<file path="src/rtl/multi_screen_drawer_if.sv">
// multi_screen_drawer_if: frame descriptor in, box command out, end-of-frame pulse
interface multi_screen_drawer_if #(
    parameter int NUM_OBJ = 3
);
    logic                   s_ready;
    logic                   s_valid;
    logic [NUM_OBJ-1:0]     in_obj_en;
    logic [9*NUM_OBJ-1:0]   in_x;
    logic [9*NUM_OBJ-1:0]   in_y;
    logic [9*NUM_OBJ-1:0]   in_w;
    logic [9*NUM_OBJ-1:0]   in_h;
    logic [3*NUM_OBJ-1:0]   in_color;
    logic                   m_ready;
    logic                   m_valid;
    logic [8:0]             out_box_x;
    logic [8:0]             out_box_y;
    logic [8:0]             out_box_w;
    logic [8:0]             out_box_h;
    logic [2:0]             out_box_color;
    logic                   frame_done;

    modport master (
        input  s_ready, m_valid, out_box_x, out_box_y, out_box_w, out_box_h, out_box_color, frame_done,
        output s_valid, in_obj_en, in_x, in_y, in_w, in_h, in_color, m_ready
    );

    modport slave (
        output s_ready, m_valid, out_box_x, out_box_y, out_box_w, out_box_h, out_box_color, frame_done,
        input  s_valid, in_obj_en, in_x, in_y, in_w, in_h, in_color, m_ready
    );
endinterface

</file>
<file path="src/rtl/multi_screen_drawer.sv">
// multi_screen_drawer: per frame, issue a background box then each enabled object box, then pace to the refresh period.
// Optional macro MULTI_SCREEN_DRAWER_CLIP_EN: skip off-screen objects and clip width/height to the screen edge.
module multi_screen_drawer #(
    parameter int          NUM_OBJ            = 3,
    parameter logic [8:0]  SCREEN_WIDTH       = 9'd320,
    parameter logic [8:0]  SCREEN_HEIGHT      = 9'd240,
    parameter logic [31:0] REFRESH_RATE_COUNT = 32'd833332,
    parameter logic [2:0]  BG_COLOR           = 3'd0
) (
    input logic clock,
    input logic reset,
    multi_screen_drawer_if.slave bus
);
    localparam int IW = (NUM_OBJ > 1) ? $clog2(NUM_OBJ) : 1;

    typedef enum logic [1:0] {S_IDLE, S_BG, S_OBJ, S_REFRESH} state_t;

    state_t                 state_q, state_d;
    logic [IW-1:0]          idx_q, idx_d;
    logic [31:0]            cnt_q, cnt_d;
    logic [NUM_OBJ-1:0]     en_q, en_d;
    logic [9*NUM_OBJ-1:0]   x_q, x_d, y_q, y_d, w_q, w_d, h_q, h_d;
    logic [3*NUM_OBJ-1:0]   c_q, c_d;

    logic [8:0] cur_x, cur_y, cur_w, cur_h, box_w, box_h;
    logic [2:0] cur_c;
    logic       vis;
    logic       last;

    assign cur_x = x_q[9*int'(idx_q) +: 9];
    assign cur_y = y_q[9*int'(idx_q) +: 9];
    assign cur_w = w_q[9*int'(idx_q) +: 9];
    assign cur_h = h_q[9*int'(idx_q) +: 9];
    assign cur_c = c_q[3*int'(idx_q) +: 3];
    assign last  = idx_q == IW'(NUM_OBJ - 1);

`ifdef MULTI_SCREEN_DRAWER_CLIP_EN
    logic [9:0] room_w, room_h;
    // Room left to the screen edge; only used when the object starts on-screen, so never wraps
    always_comb begin
        room_w = {1'b0, SCREEN_WIDTH} - {1'b0, cur_x};
        room_h = {1'b0, SCREEN_HEIGHT} - {1'b0, cur_y};
        vis    = en_q[idx_q] && (cur_x < SCREEN_WIDTH) && (cur_y < SCREEN_HEIGHT);
        box_w  = ({1'b0, cur_w} < room_w) ? cur_w : room_w[8:0];
        box_h  = ({1'b0, cur_h} < room_h) ? cur_h : room_h[8:0];
    end
`else
    // Fields pass through untouched; only the enable decides whether an object is drawn
    always_comb begin
        vis   = en_q[idx_q];
        box_w = cur_w;
        box_h = cur_h;
    end
`endif

    // Next-state, descriptor latch and saturating refresh counter
    always_comb begin
        state_d = state_q;
        idx_d   = idx_q;
        en_d    = en_q;
        x_d     = x_q;
        y_d     = y_q;
        w_d     = w_q;
        h_d     = h_q;
        c_d     = c_q;
        cnt_d   = (state_q == S_BG) ? 32'd0 :
                  (cnt_q >= REFRESH_RATE_COUNT) ? REFRESH_RATE_COUNT : cnt_q + 32'd1;
        case (state_q)
            S_IDLE: if (bus.s_valid) begin
                en_d    = bus.in_obj_en;
                x_d     = bus.in_x;
                y_d     = bus.in_y;
                w_d     = bus.in_w;
                h_d     = bus.in_h;
                c_d     = bus.in_color;
                idx_d   = '0;
                state_d = S_BG;
            end
            S_BG: if (bus.m_ready) state_d = S_OBJ;
            S_OBJ: if (!vis || bus.m_ready) begin
                state_d = last ? S_REFRESH : S_OBJ;
                idx_d   = last ? idx_q : idx_q + 1'b1;
            end
            default: if (cnt_q == REFRESH_RATE_COUNT) state_d = S_IDLE;
        endcase
    end

    // State registers; reset abandons any frame in flight
    always_ff @(posedge clock or posedge reset) begin
        if (reset) begin
            state_q <= S_IDLE;
            idx_q   <= '0;
            cnt_q   <= '0;
            en_q    <= '0;
            x_q     <= '0;
            y_q     <= '0;
            w_q     <= '0;
            h_q     <= '0;
            c_q     <= '0;
        end else begin
            state_q <= state_d;
            idx_q   <= idx_d;
            cnt_q   <= cnt_d;
            en_q    <= en_d;
            x_q     <= x_d;
            y_q     <= y_d;
            w_q     <= w_d;
            h_q     <= h_d;
            c_q     <= c_d;
        end
    end

    // Outputs decode only registered state, so command fields hold steady while stalled
    always_comb begin
        bus.s_ready       = state_q == S_IDLE;
        bus.frame_done    = (state_q == S_REFRESH) && (cnt_q == REFRESH_RATE_COUNT);
        bus.m_valid       = (state_q == S_BG) || ((state_q == S_OBJ) && vis);
        bus.out_box_x     = 9'd0;
        bus.out_box_y     = 9'd0;
        bus.out_box_w     = 9'd1;
        bus.out_box_h     = 9'd1;
        bus.out_box_color = 3'd0;
        if (state_q == S_BG) begin
            bus.out_box_w     = SCREEN_WIDTH;
            bus.out_box_h     = SCREEN_HEIGHT;
            bus.out_box_color = BG_COLOR;
        end else if ((state_q == S_OBJ) && vis) begin
            bus.out_box_x     = cur_x;
            bus.out_box_y     = cur_y;
            bus.out_box_w     = box_w;
            bus.out_box_h     = box_h;
            bus.out_box_color = cur_c;
        end
    end
endmodule

</file>
<file path="src/flat_wrapper.sv">
// flat-port wrapper written by rule: the top's interface ports become plain ports
module multi_screen_drawer_flat 
#(
    parameter int          NUM_OBJ            = 3,
    parameter logic [8:0]  SCREEN_WIDTH       = 9'd320,
    parameter logic [8:0]  SCREEN_HEIGHT      = 9'd240,
    parameter logic [31:0] REFRESH_RATE_COUNT = 32'd833332,
    parameter logic [2:0]  BG_COLOR           = 3'd0
)
  (clock, reset, bus_s_ready, bus_m_valid, bus_out_box_x, bus_out_box_y, bus_out_box_w, bus_out_box_h, bus_out_box_color, bus_frame_done, bus_s_valid, bus_in_obj_en, bus_in_x, bus_in_y, bus_in_w, bus_in_h, bus_in_color, bus_m_ready);
  multi_screen_drawer_if #(.NUM_OBJ(NUM_OBJ)) bus_i ();
  input logic clock;
  input logic reset;
  output wire logic [$bits(bus_i.s_ready)-1:0] bus_s_ready;
  output wire logic [$bits(bus_i.m_valid)-1:0] bus_m_valid;
  output wire logic [$bits(bus_i.out_box_x)-1:0] bus_out_box_x;
  output wire logic [$bits(bus_i.out_box_y)-1:0] bus_out_box_y;
  output wire logic [$bits(bus_i.out_box_w)-1:0] bus_out_box_w;
  output wire logic [$bits(bus_i.out_box_h)-1:0] bus_out_box_h;
  output wire logic [$bits(bus_i.out_box_color)-1:0] bus_out_box_color;
  output wire logic [$bits(bus_i.frame_done)-1:0] bus_frame_done;
  input wire logic [$bits(bus_i.s_valid)-1:0] bus_s_valid;
  input wire logic [$bits(bus_i.in_obj_en)-1:0] bus_in_obj_en;
  input wire logic [$bits(bus_i.in_x)-1:0] bus_in_x;
  input wire logic [$bits(bus_i.in_y)-1:0] bus_in_y;
  input wire logic [$bits(bus_i.in_w)-1:0] bus_in_w;
  input wire logic [$bits(bus_i.in_h)-1:0] bus_in_h;
  input wire logic [$bits(bus_i.in_color)-1:0] bus_in_color;
  input wire logic [$bits(bus_i.m_ready)-1:0] bus_m_ready;
  assign bus_s_ready = bus_i.s_ready;
  assign bus_m_valid = bus_i.m_valid;
  assign bus_out_box_x = bus_i.out_box_x;
  assign bus_out_box_y = bus_i.out_box_y;
  assign bus_out_box_w = bus_i.out_box_w;
  assign bus_out_box_h = bus_i.out_box_h;
  assign bus_out_box_color = bus_i.out_box_color;
  assign bus_frame_done = bus_i.frame_done;
  assign bus_i.s_valid = bus_s_valid;
  assign bus_i.in_obj_en = bus_in_obj_en;
  assign bus_i.in_x = bus_in_x;
  assign bus_i.in_y = bus_in_y;
  assign bus_i.in_w = bus_in_w;
  assign bus_i.in_h = bus_in_h;
  assign bus_i.in_color = bus_in_color;
  assign bus_i.m_ready = bus_m_ready;
  multi_screen_drawer #(.NUM_OBJ(NUM_OBJ), .SCREEN_WIDTH(SCREEN_WIDTH), .SCREEN_HEIGHT(SCREEN_HEIGHT), .REFRESH_RATE_COUNT(REFRESH_RATE_COUNT), .BG_COLOR(BG_COLOR)) u_core (.clock(clock), .reset(reset), .bus(bus_i));
endmodule
</file>
<file path="config.mk">
export PLATFORM = sky130hd
export DESIGN_NAME = multi_screen_drawer_flat
export DESIGN_NICKNAME = d
export VERILOG_FILES = /design/src/rtl/multi_screen_drawer_if.sv /design/src/rtl/multi_screen_drawer.sv /design/src/flat_wrapper.sv
export SDC_FILE = /design/constraint.sdc
export NUM_CORES = 1
export LEC_CHECK = 0
export ABC_AREA = 1
export CORE_MARGIN = 1.5
export CORE_UTILIZATION = 50
export CTS_CLUSTER_DIAMETER = 150
export CTS_CLUSTER_SIZE = 10
export DETAILED_ROUTE_END_ITERATION = 7
export DONT_BUFFER_PORTS = 1
export GPL_ROUTABILITY_DRIVEN = 0
export HOLD_SLACK_MARGIN = 0.06
export MAX_ROUTING_LAYER = met4
export SYNTH_ARGS = -nofsm -noshare
export SYNTH_HDL_FRONTEND = slang
export SYNTH_SLANG_ARGS = --single-unit
</file>
<file path="constraint.sdc">
create_clock -name clock -period 7.2 [get_ports clock]
set_clock_uncertainty 0.1 [all_clocks]
set_input_delay 1.44 -clock clock [delete_from_list [all_inputs] [get_ports clock]]
set_output_delay 1.44 -clock clock [all_outputs]
set_load 0.01 [all_outputs]
</file>
==> qor.csv <==
metric,value,unit
timing.critical_path.mode_cell,nand2_1,
cp-end-kind,primary output,
total_power,3720,uW
clk_pin_slew,0.06,ns
hold_start,u_core.cnt_q[0],
clock_sinks,156,
power_density,453,nW/um^2
n_fill_cell,1319,
crit_path_start_kind,flip-flop,
clk_root_buffer_cell,clkbuf_16,
slew_headroom,0.295,
ys_ff_latch,156,
drtIter0Drc,255,
fin_crit_sh,0.688,
syn_area,7500,sq um
worstMarginPinSlew,1.06,ns
critical_path.top_delay_family,simple AND/OR/NAND/NOR gates,
setup_ws,2.25,ns
grt.overflow.total,0,
path_buf_inv,2,
die_area,15700,sq um
ir_drop,0.218,mV
dp_slack,2.67,ns
htree_num_levels,4,
final_common_cell,dfrtp_1,
syn_to_final_growth,9.48,%
hold_depth,1,
dp_hpwl,11.0,mm
cts_tree,yes,
antenna_found_initial,2,
layout_common_cells,"155 x dfrtp_1, 129 x nor2_1, 91 x mux2_2, 89 x nand2_1, 74 x inv_1",
vias,5233,
slew_violations,0,
synthCells,773,
r2r_start,u_core.state_q[0],
wl,16.2,mm
setup_viol,0,
fp.coreArea,14600,sq um
drcViolationCount,0,
drv_cap,0,
finalHoldViolCount,0,
whs,0.389,ns
std_cell_rows,44,
post-route-util,0.563,
crit_path_start,u_core.idx_q[1],
ant_nets,0,
io_pins,166,
crit_required,5.66,ns
die_h,125,um
dr.pass1.iters,4,
avgSynthCellArea,9.70,sq um
cts_setup_buffers,0,
critical_path_class,flip-flop to primary output,
grt_start_max_net_pins,113,
cp_num_cells,8,
cp_max_fo,40,
setup_tns,0,ns
yosysWarnings,0,
cellLeakagePower,0.00383,uW
vias_per_cell,5.41,
crit_chain,inv_4 -> nor2_4 -> nand2_1 -> nand2_1 -> nand2_2 -> inv_2 -> nand2_4 -> nor2_1,
numCtsBuffers,17,
cts_resized,0,
r2r_cells,5,
max_stage_delay,0.86,ns
finalCriticalPeriod,4.95,ns
initial_core_util,0.514,
cts_max_path_buffers,2,
grt_pass1_wl,26.5,mm
hp-class,flip-flop to flip-flop,
final_layout_size_suffix_gt1_frac,0.193,
io_buffers,0,
grt_use_total,0.220,
die_w,125,um
grt_pass1_vias,5364,
cts_hold_buf,0,
crit_slowest_cell,nor2_4,
status,completed,
clk_latency,0.43,ns
yosysSeqAreaShare,0.521,
max_freq,0.202,GHz
rsz0062_at_grt,false,
arrival,3.41,ns
wire_per_inst,16.8,um
nets,900,
yosys.cell_types.count,33,
## power breakdown
group          internal, uW  total [uW]  switching (uW)  leakage [uW]
clock network           548         915             367      0.000289
registers              1260        1470             215       0.00181
logic                   572        1330             759       0.00173
## final timing paths
kind | slack, ns | end
worst max register to register | 4.18 | u_core.h_q[23]
worst min register to register | 0.39 | u_core.cnt_q[0]
worst max-delay path | 2.25 | bus_out_box_y[3]
worst min-delay path | 0.39 | u_core.cnt_q[0]
max in group asynchronous | 4.85 | u_core.idx_q[0]
min in group asynchronous | 0.97 | u_core.w_q[26]
## metrics by stage
step	cell area (sq um)	cells
2_1_floorplan	7540	784
3_3_place_gp	7600	933
3_5_place_dp	7600	933
4_1_cts	8200	965
5_1_grt	8210	967
6_report	8210	968
## cells in the mapped netlist
library cell	number	area, sq um
a21oi_1	51	255
a22oi_1	15	113
a2bb2oi_1	16	140
a31oi_1	2	12.5
buf_1	2	7.51
buf_2	19	95.1
buf_4	2	15.0
buf_6	4	45.0
clkbuf_1	11	41.3
clkinv_1	1	3.75
conb_1	1	3.75
dfrtp_1	156	3900
ha_1	8	100
inv_1	75	282
inv_2	2	7.51
inv_4	1	6.26
mux2_2	91	1020
nand2_1	90	338
nand2_2	1	6.26
nand2_4	1	11.3
nand3_1	17	85.1
nand3_4	1	17.5
nand3b_1	4	30.0
nand4_1	9	56.3
nor2_1	129	484
nor2_2	15	93.8
nor2_4	1	11.3
o21a_1	1	7.51
o21ai_0	31	155
o21ai_4	1	16.3
or2_2	1	6.26
xnor2_1	7	61.3
xor2_1	7	61.3
## layer usage
layer / vias up / track usage / part of all wire
li1: 2514 / - / -
met1: 2560 / 0.271 / 0.44
met2: 136 / 0.351 / 0.48
met3: 23 / 0.0608 / 0.063
met4: 0 / 0.0749 / 0.015
met5: - / - / 0
## sequential cells by signal, summed over array words and instances, names as in the netlist, 3 cells and up
name,flops
u_core.en_q,3
u_core.h_q,27
u_core.x_q,27
u_core.w_q,27
u_core.cnt_q,32
u_core.y_q,27
u_core.c_q,9
## logic make-up after synthesis
| kind of cell | share of synthesized area |
|---|---|
| xor gates and xnor gates | 0.0164 |
| other | 0.000500 |
| muxes | 0.137 |
| adders and majority gates | 0.0134 |
| DFF | 0.521 |
| buffers and inverters | 0.0671 |
| AOI/OAI and AO/OA | 0.0933 |
| and+or+nand+nor | 0.152 |
## area by class of cell
type	instances	area [sq um]	area share
Tap cell	184	230	0.0280
Clock buffer	19	433	0.0527
Clock inverter	13	166	0.0203
Inverter	79	304	0.0370
Antenna cell	3	7.51	0.000915
Sequential cell	156	3910	0.476
Timing Repair Buffer	3	22.5	0.00274
Multi-Input combinational cell	511	3140	0.382
Note: power is estimated with default switching activity, not from simulation.
